[config.mk]
export PLATFORM = sky130hd
export DESIGN_NAME = dma_axi_rd_master
export DESIGN_NICKNAME = d
export VERILOG_FILES = /design/src/rtl/axi_data_types_pkg.sv /design/src/rtl/dma_rd_pkg.sv /design/src/rtl/dma_skid_fifo.sv /design/src/rtl/dma_axi_rd_master.sv
export SDC_FILE = /design/constraint.sdc
export NUM_CORES = 1
export LEC_CHECK = 0
export ABC_AREA = 1
export CAP_MARGIN = 30
export CORE_UTILIZATION = 35
export DETAILED_ROUTE_END_ITERATION = 7
export GPL_TIMING_DRIVEN = 0
export SETUP_SLACK_MARGIN = 0.05
export SKIP_LAST_GASP = 1
export SYNTH_ARGS = -nofsm -noshare
export SYNTH_HDL_FRONTEND = slang
export SYNTH_HIERARCHICAL = 1
export SYNTH_SLANG_ARGS = --single-unit
[constraint.sdc]
create_clock -name clk -period 3.27 [get_ports clk]
set_input_delay 0.654 -clock clk [delete_from_list [all_inputs] [get_ports clk]]
set_output_delay 0.654 -clock clk [all_outputs]
set_load 0.005 [all_outputs]
[src/rtl/axi_data_types_pkg.sv]
// Shared AXI3 field types and response/boundary constants used across the DMA bus masters.
package axi_data_types_pkg;

   typedef logic [3:0]  axi_id;
   typedef logic [31:0] axi_address;
   typedef logic [3:0]  axi_burst_length;
   typedef logic [2:0]  axi_burst_size;
   typedef logic [63:0] axi_data;
   typedef logic [1:0]  axi_response;

   localparam axi_response RESP_OKAY   = 2'b00;
   localparam axi_response RESP_EXOKAY = 2'b01;
   localparam axi_response RESP_SLVERR = 2'b10;
   localparam axi_response RESP_DECERR = 2'b11;

   localparam int AXI_4KB = 4096;

endpackage

[src/rtl/dma_rd_pkg.sv]
// State encoding for the DMA read master burst sequencer.
package dma_rd_pkg;

   typedef enum logic [2:0] {
      IDLE,
      ADDR,
      DATA,
      DRAIN,
      DONE
   } dma_rd_state_e;

endpackage

[src/rtl/dma_skid_fifo.sv]
// Two-entry skid FIFO with registered head; in_ready depends only on occupancy, never on out_ready.
module dma_skid_fifo #(
   parameter int WIDTH = 65
) (
   input  logic             clk,
   input  logic             rst,
   input  logic             in_valid,
   output logic             in_ready,
   input  logic [WIDTH-1:0] in_data,
   output logic             out_valid,
   input  logic             out_ready,
   output logic [WIDTH-1:0] out_data
);

   logic [WIDTH-1:0] head_q, head_d;
   logic [WIDTH-1:0] tail_q, tail_d;
   logic [1:0]       count_q, count_d;
   logic             push, pop;

   assign in_ready  = (count_q != 2'd2);
   assign out_valid = (count_q != 2'd0);
   assign out_data  = head_q;

   always_comb begin
      head_d  = head_q;
      tail_d  = tail_q;
      count_d = count_q;
      push    = in_valid && in_ready;
      pop     = out_valid && out_ready;
      case ({push, pop})
         2'b10: begin
            if (count_q == 2'd0) head_d = in_data;
            else                 tail_d = in_data;
            count_d = count_q + 2'd1;
         end
         2'b01: begin
            head_d  = tail_q;
            count_d = count_q - 2'd1;
         end
         // push and pop together only happens with exactly one entry held
         2'b11: head_d = in_data;
         default: ;
      endcase
   end

   always_ff @(posedge clk or negedge rst) begin
      if (!rst) begin
         head_q  <= '0;
         tail_q  <= '0;
         count_q <= 2'd0;
      end else begin
         head_q  <= head_d;
         tail_q  <= tail_d;
         count_q <= count_d;
      end
   end

endmodule

[src/rtl/dma_axi_rd_master.sv]
// DMA read master: splits one command into AXI3 INCR bursts (<= MAX_BURST, never crossing 4 KB).
// Define DMA_RD_RID_CHECK_EN to flag R beats whose rid differs from the command id.
module dma_axi_rd_master
   import axi_data_types_pkg::*;
   import dma_rd_pkg::*;
#(
   parameter int ADDR_W    = 32,
   parameter int DATA_W    = 64,
   parameter int ID_W      = 4,
   parameter int CNT_W     = 16,
   parameter int MAX_BURST = 16
) (
   input  logic              clk,
   input  logic              rst,
   input  logic              cmd_valid,
   output logic              cmd_ready,
   input  logic [ADDR_W-1:0] cmd_addr,
   input  logic [CNT_W-1:0]  cmd_beats,
   input  logic [ID_W-1:0]   cmd_id,
   output logic [ID_W-1:0]   arid,
   output logic [ADDR_W-1:0] araddr,
   output logic [3:0]        arlen,
   output logic [2:0]        arsize,
   output logic              arvalid,
   input  logic              arready,
   input  logic [ID_W-1:0]   rid,
   input  logic [DATA_W-1:0] rdata,
   input  logic [1:0]        rresp,
   input  logic              rlast,
   input  logic              rvalid,
   output logic              rready,
   output logic              dout_valid,
   input  logic              dout_ready,
   output logic [DATA_W-1:0] dout_data,
   output logic              dout_last,
   output logic              busy,
   output logic              done,
   output logic              err
);

   localparam int BYTES = DATA_W / 8;
   localparam int SHIFT = $clog2(BYTES);

   dma_rd_state_e     state_q, state_d;
   logic [ADDR_W-1:0] addr_q, addr_d;
   logic [CNT_W-1:0]  remaining_q, remaining_d;
   logic [ID_W-1:0]   id_q, id_d;
   logic [3:0]        arlen_q, arlen_d;
   logic [3:0]        beat_cnt_q, beat_cnt_d;
   logic              err_q, err_d;

   logic              fifo_ready, push_valid, push_last;
   logic              final_cnt, burst_end, rid_err;
   logic [ADDR_W-1:0] cmd_addr_aligned;
   logic [DATA_W:0]   fifo_out;

   // Beats in the next burst: limited by what is left, MAX_BURST and the distance to the 4 KB page end.
   function automatic logic [4:0] burst_beats(input logic [ADDR_W-1:0] a,
                                              input logic [CNT_W-1:0]  rem);
      logic [12:0] page_beats;
      logic [12:0] n;
      page_beats = (13'(AXI_4KB) - {1'b0, a[11:0]}) >> SHIFT;
      n          = 13'(MAX_BURST);
      if (page_beats < n) n = page_beats;
      if (rem < CNT_W'(n)) n = 13'(rem);
      return n[4:0];
   endfunction

`ifdef DMA_RD_RID_CHECK_EN
   assign rid_err = (rid != id_q);
`else
   logic unused_rid;
   assign rid_err    = 1'b0;
   assign unused_rid = ^rid;
`endif

   assign cmd_addr_aligned = cmd_addr & ~ADDR_W'(BYTES - 1);
   assign arid             = id_q;
   assign araddr           = addr_q;
   assign arlen            = arlen_q;
   assign arsize           = 3'(SHIFT);
   assign busy             = (state_q != IDLE);
   assign err              = err_q;
   assign dout_last        = fifo_out[DATA_W];
   assign dout_data        = fifo_out[DATA_W-1:0];

   always_comb begin
      state_d     = state_q;
      addr_d      = addr_q;
      remaining_d = remaining_q;
      id_d        = id_q;
      arlen_d     = arlen_q;
      beat_cnt_d  = beat_cnt_q;
      err_d       = err_q;
      cmd_ready   = 1'b0;
      arvalid     = 1'b0;
      rready      = 1'b0;
      done        = 1'b0;
      push_valid  = 1'b0;
      push_last   = 1'b0;
      final_cnt   = 1'b0;
      burst_end   = 1'b0;
      case (state_q)
         IDLE: begin
            cmd_ready = 1'b1;
            if (cmd_valid) begin
               err_d = 1'b0;
               id_d  = cmd_id;
               if (cmd_beats == '0) begin
                  state_d = DONE;
               end else begin
                  addr_d      = cmd_addr_aligned;
                  remaining_d = cmd_beats;
                  arlen_d     = 4'(burst_beats(cmd_addr_aligned, cmd_beats) - 5'd1);
                  state_d     = ADDR;
               end
            end
         end
         ADDR: begin
            arvalid = 1'b1;
            if (arready) begin
               addr_d      = addr_q + ((ADDR_W'(arlen_q) + ADDR_W'(1)) << SHIFT);
               remaining_d = remaining_q - CNT_W'(arlen_q) - CNT_W'(1);
               beat_cnt_d  = 4'd0;
               state_d     = DATA;
            end
         end
         DATA: begin
            rready = fifo_ready;
            if (rvalid && fifo_ready) begin
               // A burst ends on rlast or on the expected count; disagreement between the two is an error.
               push_valid = 1'b1;
               final_cnt  = (beat_cnt_q == arlen_q);
               burst_end  = rlast || final_cnt;
               push_last  = burst_end && (remaining_q == '0);
               beat_cnt_d = beat_cnt_q + 4'd1;
               if ((rresp != RESP_OKAY) || (rlast != final_cnt) || rid_err) err_d = 1'b1;
               if (burst_end) begin
                  beat_cnt_d = 4'd0;
                  if (remaining_q != '0) begin
                     arlen_d = 4'(burst_beats(addr_q, remaining_q) - 5'd1);
                     state_d = ADDR;
                  end else begin
                     state_d = DRAIN;
                  end
               end
            end
         end
         DRAIN: begin
            if (!dout_valid) state_d = DONE;
         end
         DONE: begin
            done    = 1'b1;
            state_d = IDLE;
         end
         default: state_d = IDLE;
      endcase
   end

   always_ff @(posedge clk or negedge rst) begin
      if (!rst) begin
         state_q     <= IDLE;
         addr_q      <= '0;
         remaining_q <= '0;
         id_q        <= '0;
         arlen_q     <= 4'd0;
         beat_cnt_q  <= 4'd0;
         err_q       <= 1'b0;
      end else begin
         state_q     <= state_d;
         addr_q      <= addr_d;
         remaining_q <= remaining_d;
         id_q        <= id_d;
         arlen_q     <= arlen_d;
         beat_cnt_q  <= beat_cnt_d;
         err_q       <= err_d;
      end
   end

   dma_skid_fifo #(
      .WIDTH (DATA_W + 1)
   ) u_skid (
      .clk       (clk),
      .rst       (rst),
      .in_valid  (push_valid),
      .in_ready  (fifo_ready),
      .in_data   ({push_last, rdata}),
      .out_valid (dout_valid),
      .out_ready (dout_ready),
      .out_data  (fifo_out)
   );

endmodule

Word-level counts from Yosys, hierarchy flattened:

Cells that the tools add are included.

* bits in registers: 196
* latch bits: 0
* bits in writable memories: 0
* ROM bits: 0
* input bits: 129
* output and inout port bits: 115
* logic and storage cells: 131
* memories kept: 0

* $add $sub $neg: 11
* multipliers: 0
* divide/modulo/power cells: 0
* $lt $le $gt $ge: 4
* equal/unequal tests: 19
* shift-type cells: 0
* mux-type cells: 59
* bitwise operators: 1
* reductions and logical operators: 27

Operators with widths (count)
* 65-bit case mux with 3 select lines: 1
* 32-bit 2-to-1 mux: 3
* 13-bit 2-to-1 mux: 7
* 4-bit 2-to-1 mux: 17
* 65-bit 2-to-1 mux: 1
* 32-bit case mux with 2 select lines: 1
* 16-bit 2-to-1 mux: 3
* 32-bit by 8-bit adder with 32-bit output: 1
* 16-bit logical NOT: 2
* 16-bit by 13-bit less-than comparator with 1-bit output: 2
* 16-bit case mux with 2 select lines: 1
* 13-bit by 12-bit subtractor with 13-bit output, first input constant: 2
* 10-bit by 5-bit less-than comparator with 1-bit output, second input constant: 2
* 10-bit 2-to-1 mux: 2
* 3-bit 2-to-1 mux: 6
* 2-bit != test, second input constant: 9
* 4-bit case mux with 2 select lines: 2
* 16-bit nonzero test: 1
* 16-bit by 1-bit subtractor with 16-bit output, second input constant: 1
* 16-bit by 4-bit subtractor with 16-bit output: 1
* 3-bit case mux with 4 select lines: 1
* 2-bit nonzero test: 6
* 1-bit 2-to-1 mux: 11
* 4-bit AND reduction: 2
* other kinds (26): 36

Depth between registers and ports, before layout:

Gate-level depths: netlist (run 1).

* word-level depth: 18
* gate-level depth with buffers: 27
* gate-level depth less buffers: 27

Hierarchy:

The synthesis (run 1) kept the hierarchy.

Modules (own cells, without submodules)
* dma_skid_fifo: times used 1, cells each 723, area each 5888.1 um2, seq. area each 3303.2 um2
* dma_axi_rd_master: times used 1, cells each 711, area each 5047.3 um2, seq. area each 1526.5 um2

Worst setup path before layout (run 1):

No wires, ideal clock.

* path kind: input-to-reg
* from: input port cmd_addr[4]
* to: register arlen_q[2], in the netlist arlen[2]
* setup time: 0.122 ns
* arrival: 2.723 ns
* required time: 3.148 ns
* path slack: 0.425 ns
* stages: 20
* buffers on the path: 0
* path through: inv_1 > ha_1 > nand2_1 > o21ai_1 > nand2_1 > nor2_2 > nand2_1 > ha_1 > a21oi_1 > nand2_1 > nand2_1 > nand2_1 > nand2_2 > nand2_2 > nand2_1 > nand3_2 > nand2_4 > ha_1 > xor2_1 > o21ai_1

* longest elaborated chain between the ends: 15

Ends and longest elaborated chain
* start, declared: RTL line dma_axi_rd_master.sv:17 `input logic [ADDR_W-1:0] cmd_addr,`
* 13-bit by 12-bit subtractor with 13-bit output *: RTL line dma_axi_rd_master.sv:62 `page_beats = (13'(AXI_4KB) - {1'b0, a[11:0]}) >> SHIFT;`
* 10-bit by 5-bit less-than comparator with 1-bit output: RTL line dma_axi_rd_master.sv:64 `if (page_beats < n) n = page_beats;`
* 10-bit 2-to-1 mux *: RTL line dma_axi_rd_master.sv:64
* 13-bit 2-to-1 mux *: RTL line dma_axi_rd_master.sv:109 `if (cmd_beats == '0) begin`
* 13-bit 2-to-1 mux *: RTL line dma_axi_rd_master.sv:106 `if (cmd_valid) begin`
* 13-bit 2-to-1 mux *: RTL line dma_axi_rd_master.sv:103 `case (state_q)`
* 16-bit by 13-bit less-than comparator with 1-bit output: RTL line dma_axi_rd_master.sv:65 `if (rem < CNT_W'(n)) n = 13'(rem);`
* 4-bit 2-to-1 mux *: RTL line dma_axi_rd_master.sv:65
* 4-bit 2-to-1 mux *: RTL line dma_axi_rd_master.sv:109
* 4-bit 2-to-1 mux *: RTL line dma_axi_rd_master.sv:106
* 4-bit 2-to-1 mux *: RTL line dma_axi_rd_master.sv:103
* 4-bit by 1-bit subtractor with 4-bit output *: RTL line dma_axi_rd_master.sv:114 `arlen_d = 4'(burst_beats(cmd_addr_aligned, cmd_beats) - 5'd1);`
* 4-bit 2-to-1 mux *: RTL line dma_axi_rd_master.sv:109
* 4-bit 2-to-1 mux *: RTL line dma_axi_rd_master.sv:106
* 4-bit case mux with 2 select lines *: RTL line dma_axi_rd_master.sv:103
* end signal, assigned: RTL line dma_axi_rd_master.sv:174 `arlen_q <= arlen_d;`
* end, declared: RTL line dma_axi_rd_master.sv:48 `logic [3:0] arlen_q, arlen_d;`

Every way passes the cells marked *; elsewhere a longest branch is shown, timed or not. The select of a mux whose other input is x is not followed.
A chain may end at the register's enable or synchronous reset.

Worst setup path after layout (run 1):

* from: register arlen_q[1], in the netlist arlen[1]
* to: register addr_q[27], in the netlist araddr[27]

* longest elaborated chain between the ends: 4

Ends and longest elaborated chain
* 4-bit by 1-bit adder with 5-bit output: RTL line dma_axi_rd_master.sv:122 `addr_d = addr_q + ((ADDR_W'(arlen_q) + ADDR_W'(1)) << SHIFT);`
* 32-bit by 8-bit adder with 32-bit output: RTL line dma_axi_rd_master.sv:122
* 32-bit 2-to-1 mux: RTL line dma_axi_rd_master.sv:121 `if (arready) begin`
* 32-bit case mux with 2 select lines: RTL line dma_axi_rd_master.sv:103
* end signal, assigned: RTL line dma_axi_rd_master.sv:171 `addr_q <= addr_d;`
* end, declared: RTL line dma_axi_rd_master.sv:45 `logic [ADDR_W-1:0] addr_q, addr_d;`

No other way between the ends. The select of a mux whose other input is x is not followed.

==> results of run 1 <==
## cells by family after synthesis
family | after synthesis | synth area share
compound gates | 269 | 0.134
xor+xnor | 35 | 0.0280
other cells | 2 | 0.000687
fa+ha+maj | 38 | 0.0449
simple gates | 657 | 0.258
buf+inv | 240 | 0.0920
flops | 193 | 0.442
## worst max path at each step
stage                                     from                endpoint  slack [ns]  cells past startpoint
after floorplan                    cmd_addr[4]    arlen[2]$_DFFE_PN0P_        0.42                     20
after global placement                     rst  araddr[22]$_DFFE_PN0P_       -7.21                      1
after detailed placement           cmd_addr[3]    arlen[2]$_DFFE_PN0P_       -0.41                     21
after CTS                 arlen[2]$_DFFE_PN0P_  araddr[30]$_DFFE_PN0P_        0.05                     17
after global routing      arlen[1]$_DFFE_PN0P_  araddr[29]$_DFFE_PN0P_       -0.16                     19
final                     arlen[1]$_DFFE_PN0P_  araddr[27]$_DFFE_PN0P_        0.04                     19
## registers in the layout (all words and copies together), names as in the netlist
signal and count:
araddr 29, arid 4, arlen 4, beat_cnt_q 4, err 1, remaining_q 16, state_q 3, u_skid/count_q 2
u_skid/out_data 65, u_skid/tail_q 65
## layer usage
layer,vias up,wire length [um]
met5,-,27
met3,34,2590
met2,320,16600
met4,4,412
met1,4991,14700
li1,5234,-
## worst register-to-register path: stages, from the launching register on
cell and delay (ns):
sky130_fd_sc_hd__dfrtp_2 0.44, sky130_fd_sc_hd__ha_4 0.17, sky130_fd_sc_hd__xor2_1 0.13, sky130_fd_sc_hd__ha_1 0.35, sky130_fd_sc_hd__buf_6 0.12, sky130_fd_sc_hd__nand3_2 0.08
sky130_fd_sc_hd__nand2_2 0.07, sky130_fd_sc_hd__nand2_2 0.07, sky130_fd_sc_hd__a21oi_4 0.19, sky130_fd_sc_hd__nand2_2 0.10, sky130_fd_sc_hd__nor4_4 0.25, sky130_fd_sc_hd__nand2_2 0.11
sky130_fd_sc_hd__nor2_4 0.16, sky130_fd_sc_hd__nand3_4 0.09, sky130_fd_sc_hd__nor2_4 0.20, sky130_fd_sc_hd__buf_12 0.14, sky130_fd_sc_hd__nand3_2 0.06, sky130_fd_sc_hd__xor2_1 0.17
sky130_fd_sc_hd__nor2_1 0.09, sky130_fd_sc_hd__o22ai_1 0.09
## timing repair
item                                    CTS  global route
gates resized for setup                  11            44
pin swaps                                 6            25
setup buffers                            16            19
endpoints found under the setup margin    6            17
hold buffers                              0             0
## through the flow
step | power (mW) | worst slack (ns) | cell area (um^2) | hold WS (ns) | utilization
finish | 14.1 | 0.0424 | 14900 | 0.198 | 0.485
detailed placement | 11.4 | -0.412 | 13800 | 0.467 | 0.451
global route | 15.2 | -0.164 | 14900 | 0.255 | 0.485
floorplan | 8.43 | 0.425 | 11000 | 0.358 | -
global placement | 11.3 | -7.21 | 13800 | 0.458 | 0.449
CTS | 13.7 | 0.0454 | 14600 | 0.244 | 0.474
## power by group
| part | internal (mW) | switching, mW | total (mW) |
|---|---|---|---|
| clock | 1.09 | 1.08 | 2.17 |
| sequential | 3.50 | 0.919 | 4.42 |
| combinational | 3.33 | 4.14 | 7.47 |
| total | 7.93 | 6.13 | 14.1 |
## placed cells by master (no fill, tap or decap), types with 4 or more instances in the layout
cell	n
sky130_fd_sc_hd__nand2_1	407
sky130_fd_sc_hd__inv_6	6
sky130_fd_sc_hd__dfrtp_2	6
sky130_fd_sc_hd__a31oi_1	4
sky130_fd_sc_hd__nor2_4	6
sky130_fd_sc_hd__clkbuf_1	28
sky130_fd_sc_hd__dfrtp_1	187
sky130_fd_sc_hd__inv_2	13
sky130_fd_sc_hd__nor2_2	4
sky130_fd_sc_hd__inv_1	152
sky130_fd_sc_hd__nand4_1	10
sky130_fd_sc_hd__ha_1	31
sky130_fd_sc_hd__o22ai_1	21
sky130_fd_sc_hd__a22oi_1	5
sky130_fd_sc_hd__o21ai_1	73
sky130_fd_sc_hd__nor3_1	15
sky130_fd_sc_hd__o21ai_0	112
sky130_fd_sc_hd__a21oi_2	4
sky130_fd_sc_hd__buf_2	30
sky130_fd_sc_hd__nand3_2	11
sky130_fd_sc_hd__o211ai_1	7
sky130_fd_sc_hd__buf_4	43
sky130_fd_sc_hd__conb_1	16
sky130_fd_sc_hd__clkbuf_16	17
sky130_fd_sc_hd__nand2_2	21
sky130_fd_sc_hd__nor4_1	5
sky130_fd_sc_hd__nor2_1	63
sky130_fd_sc_hd__clkdlybuf4s50_1	228
sky130_fd_sc_hd__xnor2_1	7
sky130_fd_sc_hd__xor2_1	28
sky130_fd_sc_hd__a21oi_1	27
sky130_fd_sc_hd__nand3_1	99
sky130_fd_sc_hd__buf_6	5
## cells in the mapped netlist, drive strengths merged, types with 5 or more instances
cell type	instances
o21ai	187
o22ai	21
a22oi	5
o211ai	7
a31oi	5
xnor2	7
xor2	28
ha	36
nand2	430
clkbuf	31
buf	44
nor3	18
inv	165
a21oi	32
nand3	111
dfrtp	193
nand4	10
nor4	8
nor2	73
## final cells by class
class                           count  area (um^2)
Tap cell                          396          495
Fill cell                        3032        15800
Buffer                             74          385
Antenna cell                        2         5.00
Multi-Input combinational cell   1015         5330
Clock buffer                       17          425
Sequential cell                   193         4840
Timing Repair Buffer              266         2620
Clock inverter                     15          169
Inverter                          165          619
==> summary.txt, run 1 <==
Status
  • Result of the run: finished clean

Clock tree
  • CTS H-tree depth: 4
  • Buffers from clock root to sink, at most: 2
  • Root cell of the clock tree: sky130_fd_sc_hd__clkbuf_16
  • CTS sink count: a little under 200
  • CTS tree: done
  • Later-pin clock latency in the skew report: 0.45 ns
  • Clock-pin slew reported for the worst setup and hold paths after clock tree synthesis: ~0.080 ns
  • Number of buffers created by CTS: 17

Timing
  • Shortest clock period the worst path allows after layout: between 3 and 4 ns
  • Count of final max-slew check failures: 0
  • Unrepaired setup endpoints after global routing: yes
  • Aggregate negative setup slack: 0 ns
  • Slew at the pin closest to its max-slew limit: roughly 0.8 ns
  • Count of endpoints failing hold in the final timing report: 0
  • Finish-stage setup viols: 0
  • Normalized max-slew margin: 0.469
  • Final worst path period share: 0.987
  • Final setup skew: between 0.01 and 0.015 ns
  • Fmax: between 300 and 400 MHz

Critical path
  • Crit path max-delay family: simple AND/OR/NAND/NOR gates
  • Critical path peak fanout: 5
  • Critical register-to-register path endpoint: araddr[27]$_DFFE_PN0P_
  • Critical path endpoint category: flip-flop
  • Required time of the critical path: 3.58 ns
  • Data arrival time of the critical path: about 3.5 ns
  • R2r setup slk: around 0.042 ns
  • Critical path's slowest cell: sky130_fd_sc_hd__dfrtp_2
  • Type of element launching the critical path: flip-flop
  • Start-to-end type of the worst setup path: reg -> reg
  • Most prevalent standard cell on the critical path: sky130_fd_sc_hd__nand2_2
  • Reg-to-reg startpoint: arlen[1]$_DFFE_PN0P_
  • Crit path buf inv count: 2
  • CP max stage delay: between 0.4 and 0.5 ns
  • Worst Reg-to-Reg Cells: 19
  • Critical-path cell list: ha_4 -> xor2_1 -> ha_1 -> buf_6 -> nand3_2 -> nand2_2 -> nand2_2 -> a21oi_4 -> nand2_2 -> nor4_4 -> nand2_2 -> nor2_4 -> nand3_4 -> nor2_4 -> buf_12 -> nand3_2 -> xor2_1 -> nor2_1 -> o22ai_1

Floorplanning
  • Effective utilization at floorplan: 0.357
  • Total I/O pin count: 244
  • Area enclosed by the die boundary: around 32000 um^2
  • Core area: 30700 um^2
  • Die span in y: 179 um
  • Total number of placement rows: 64
  • Die width: between 150 and 200 um

Route
  • Average wire per standard cell: 16.0 um
  • Number of iterations in the first detailed-routing pass: 5
  • Count of unresolved DRC violations after routing: 0
  • Iteration-0 DRC Markers: roughly 780
  • Routed Antenna Nets: 0
  • Routed wire length: roughly 34 mm
  • Total via count in the routed design: 10.6k
  • Number of vias per cell: between 4 and 5

Global route
  • Most used routing layer: met2
  • Total Routing Usage GR: 0.215
  • First-pass GRT wire length: about 53 mm
  • Number of global-route vias before repair: a little over 10k
  • Total gr overflow: 0
  • Fraction of met1 tracks used by global routing: 0.269
  • Initial antenna violation count: 3
  • GR met2 Demand/Resource: 0.366
  • Met3 Usage GRT: 0.0592
  • Pin count of the biggest net entering global routing: roughly 100

Place
  • Port-buffer cells: 230
  • Detailed Place HPWL: roughly 24 mm
  • Dpl cells: roughly 2.1k
  • GP Congestion: between 0.8 and 0.9

Layout
  • Post-layout nets: 1899
  • Area delta synth->final: 36.1%
  • Non-Filler Instances: 2143
  • Fraction of final layout cells with drive strength greater than 1: 0.116

Yosys
  • Number of enable-type register cells in the synthesized netlist: 0
  • Post-synth cell types: 46
  • Fraction of registers with async set or reset after synthesis: 1.00
  • Prevailing post-synth register cell: sky130_fd_sc_hd__dfrtp_1
  • Fraction of the yosys area taken by sequential cells: 0.442
  • Post-synthesis register bit count: between 150 and 200
  • Cell accounting for the most synthesized area: sky130_fd_sc_hd__dfrtp_1
  • Mean Syn Cell Area: between 7 and 8 um^2
  • Netlist area before placement: about 11000 um^2
  • Fraction of post-synthesis cell area in the top cell type by area: 0.442
  • Cell types occupying the most area after synthesis: sky130_fd_sc_hd__dfrtp_1 44%, sky130_fd_sc_hd__nand2_1 14%, sky130_fd_sc_hd__inv_1 5.4%
  • Yosys Warn Count: 6
  • Post-synthesis cell count: approximately 1.4k

Power and ir drop
  • Max VDD drop: 0.000530 V
  • Ratio of total power to cell area: 945 nW/um^2
  • Reported leakage power: around 7.1 nW

Job
  • Max-Cap Viols: 0

Worst hold path
  • Class of the tightest hold or removal check: in -> async
Note: power is estimated with default switching activity, not from simulation.
==> run 2, diff against run 1 <==
- ABC_CLOCK_PERIOD_IN_PS: not set -> 3270
- HOLD_SLACK_MARGIN: not set -> 0.12
- SLEW_MARGIN: not set -> 10
==> run 2 against run 1 <==
Power is 0.41% higher. Wire length increased by 0.21%. Final area up 0.70%. Cell count is essentially flat. Maximum frequency rose by 0.50%. Sequential share of layout area down 0.18 points. Clock-buffer cell count increased by 2. Hold slack improved by 0.036 ns. Flip-flop and latch count did not move. First-iteration DRC count decreased by 11%. Largest cell class unchanged. Largest power group unchanged.
==> summary.txt, run 2 (synthesis results as in run 1) <==
Global route
  • Initial antenna violation count: 5 (+2)
  • Pin count of the biggest net entering global routing: 101 (unchanged)
  • Total gr overflow: 0 (unchanged)
  • First-pass GRT wire length: 53.2 mm (about the same)
  • Number of global-route vias before repair: 10.2k (+0.45%)
  • Total Routing Usage GR: 0.214 (-0.000685)

Place
  • Detailed Place HPWL: 24.4 mm (about the same)
  • Dpl cells: 2075 (unchanged)
  • GP Congestion: 0.858 (unchanged)
  • Post-place instance area: 13800 um^2 (unchanged)
  • Dpl ws: -0.396 ns (+0.0163 ns)
  • Port-buffer cells: 230 (unchanged)

Critical path
  • Type of element launching the critical path: flip-flop
  • Critical path endpoint category: flip-flop
  • Critical path peak fanout: 4 (-1)
  • Required time of the critical path: 3.58 ns (about the same)
  • Start-to-end type of the worst setup path: reg -> reg
  • Data arrival time of the critical path: 3.52 ns (-0.02 ns)

Layout
  • Post-layout nets: 1903 (+0.21%)
  • Most common cell after layout, fill and taps aside: sky130_fd_sc_hd__nand2_1
  • Fraction of final layout cells with drive strength greater than 1: 0.125 (+0.00895)
  • Utilization of the core after routing: 0.489 (+0.00339)
  • Design area: 15000 um^2 (+0.70%)
  • Area delta synth->final: 37.0%
  • Highest-count cells in the layout ignoring fill and taps: 405 x sky130_fd_sc_hd__nand2_1, 226 x sky130_fd_sc_hd__clkdlybuf4s50_1, 182 x sky130_fd_sc_hd__dfrtp_1
  • Non-Filler Instances: 2145 (+0.093%)
  • Fillcell total: 3034 (+0.066%)
  • Multi-input logic area: 5410 um^2 (+1.6%)
  • FF+latch area: 4840 um^2 (+0.13%)

Power and ir drop
  • Ratio of total power to cell area: 942 nW/um^2 (-0.29%)
  • Share of total power consumed by net switching: 0.433 (-0.00287)
  • Fraction of power consumed by combinational cells: 0.537 (+0.006)
  • NetSw: 6.12 mW (-0.25%)
  • Max VDD drop: 0.000547 V (+3.2%)
  • Clock power frac: 0.149 (-0.005)
  • Reported leakage power: 7.11 nW (+0.52%)
  • Internal power: 8.00 mW (+0.92%)
  • Relative contribution of sequential cells to total power: 0.313 (-0.002)

Clock tree
  • Root cell of the clock tree: sky130_fd_sc_hd__clkbuf_16
  • CTS tree: done
  • Buffers from clock root to sink, at most: 2 (unchanged)
  • CTS sink count: 193 (unchanged)
  • Clock-pin slew reported for the worst setup and hold paths after clock tree synthesis: 0.08 ns (about the same)
  • Number of buffers created by CTS: 17 (unchanged)
  • Later-pin clock latency in the skew report: 0.44 ns (about the same)
  • CTS H-tree depth: 4 (unchanged)

Route
  • Routed wire length: 34.4 mm (+0.21%)
  • Total via count in the routed design: 10.5k (-0.39%)
  • Number of vias per cell: 4.91 (-0.48%)
  • Count of unresolved DRC violations after routing: 0 (unchanged)
  • Routed Antenna Nets: 0 (unchanged)
  • Average wire per standard cell: 16.0 um (+0.12%)
  • Iteration-0 DRC Markers: 688 (-11%)
  • Number of iterations in the first detailed-routing pass: 5 (unchanged)

Worst hold path
  • Class of the tightest hold or removal check: in -> async

Timing
  • Final worst path period share: 0.982 (-0.00489)
  • Unrepaired setup endpoints after global routing: yes
  • Normalized max-slew margin: 0.467 (-0.00237)
  • Final WS setup: 0.0583 ns (+0.0160 ns)
  • Finish-stage setup viols: 0 (unchanged)
  • Slew at the pin closest to its max-slew limit: 0.800 ns (+0.00508 ns)
  • Fmax: 311 MHz (+0.50%)
  • WHS: 0.234 ns (+0.0362 ns)
  • Final setup skew: 0.0135 ns (+0.00272 ns)
  • Count of endpoints failing hold in the final timing report: 0 (unchanged)
  • Count of final max-slew check failures: 0 (unchanged)
  • Shortest clock period the worst path allows after layout: 3.21 ns (-0.0160 ns)

Status
  • Result of the run: finished clean

Floorplanning
  • Total number of placement rows: 64 (unchanged)
  • Core area: 30700 um^2 (unchanged)
  • Die width: 179 um (unchanged)
  • Area enclosed by the die boundary: 32000 um^2 (unchanged)
  • Die span in y: 179 um (unchanged)
  • Total I/O pin count: 244 (unchanged)
  • Effective utilization at floorplan: 0.357 (unchanged)

Job
  • Max-Cap Viols: 0 (unchanged)
## run 2: cell types whose count changed in the layout (fill, tap and decap cells not counted), moves of 3 or more
cell,delta
sky130_fd_sc_hd__ha_1,-4
sky130_fd_sc_hd__dfrtp_2,+5
sky130_fd_sc_hd__ha_4,+5
sky130_fd_sc_hd__dfrtp_1,-5
sky130_fd_sc_hd__nand2_4,+3
sky130_fd_sc_hd__inv_4,+3
sky130_fd_sc_hd__buf_4,+4
## run 2: layout make-up
type,instances,share of cell area
Antenna cell,1,0.000167
Tap cell,396,0.0331
Clock inverter,12,0.00827
Buffer,74,0.0257
Multi-Input combinational cell,1015,0.361
Timing Repair Buffer,270,0.177
Clock buffer,19,0.0296
Inverter,165,0.0418
Sequential cell,193,0.323
## run 2: path summary, 6_finish.rpt
path / from / end / slack, ns / cells after the start
max: arlen[1]$_DFFE_PN0P_ / araddr[27]$_DFFE_PN0P_ / 0.06 / 19
min: rst / u_skid/out_data[46]$_DFFE_PN0P_ / 0.23 / 1
min in group clk: arid[3]$_DFFE_PN0P_ / arid[3]$_DFFE_PN0P_ / 0.48 / 2
max in group asynchronous: rst / araddr[10]$_DFFE_PN0P_ / 2.03 / 2
min reg2reg: arid[3]$_DFFE_PN0P_ / arid[3]$_DFFE_PN0P_ / 0.48 / 2
max reg2reg: arlen[1]$_DFFE_PN0P_ / araddr[27]$_DFFE_PN0P_ / 0.06 / 19
## run 2: layer usage
layer | vias up | wire, um | track usage
li1 | 5223 | - | -
met1 | 4959 | 14900 | 0.270
met2 | 319 | 16400 | 0.357
met3 | 35 | 2560 | 0.0626
met4 | 6 | 490 | 0.0530
met5 | - | 35 | 0
## run 2: timing repair
action,CTS,global route
setup endpoints to repair,6,19
gates cloned,0,0
pin swaps,6,36
hold buffers,0,0
buffers inserted,15,24
resized for setup,10,71
## run 2: power groups by stage
stage | clock [mW] | combinational, mW | sequential [mW]
detailed placement | 0 | 7.00 | 4.40
global route | 2.25 | 8.46 | 4.57
global placement | 0 | 6.88 | 4.39
CTS | 2.17 | 7.13 | 4.38
floorplan | 0 | 4.18 | 4.25
finish | 2.11 | 7.59 | 4.42
## run 2: critical path: stages (launching register included)
cell and delay, ns:
sky130_fd_sc_hd__dfrtp_2 0.44, sky130_fd_sc_hd__ha_4 0.17, sky130_fd_sc_hd__xor2_1 0.14, sky130_fd_sc_hd__ha_1 0.36, sky130_fd_sc_hd__buf_6 0.12, sky130_fd_sc_hd__nand3_2 0.07, sky130_fd_sc_hd__nand2_2 0.07, sky130_fd_sc_hd__nand2_2 0.07
sky130_fd_sc_hd__a21oi_4 0.18, sky130_fd_sc_hd__nand2_2 0.10, sky130_fd_sc_hd__nor4_4 0.25, sky130_fd_sc_hd__nand2_2 0.12, sky130_fd_sc_hd__nor2_4 0.16, sky130_fd_sc_hd__nand3_4 0.09, sky130_fd_sc_hd__nor2_4 0.19, sky130_fd_sc_hd__buf_12 0.13
sky130_fd_sc_hd__nand3_1 0.08, sky130_fd_sc_hd__xor2_1 0.17, sky130_fd_sc_hd__nor2_1 0.09, sky130_fd_sc_hd__o22ai_1 0.08
## run 2: stage by stage
step	power [mW]	setup TNS, ns
after floorplan	8.43	0
after global placement	11.3	-1386.10
after detailed placement	11.4	-1.18
after CTS	13.7	0
after global routing	15.3	-0.616
final	14.1	0
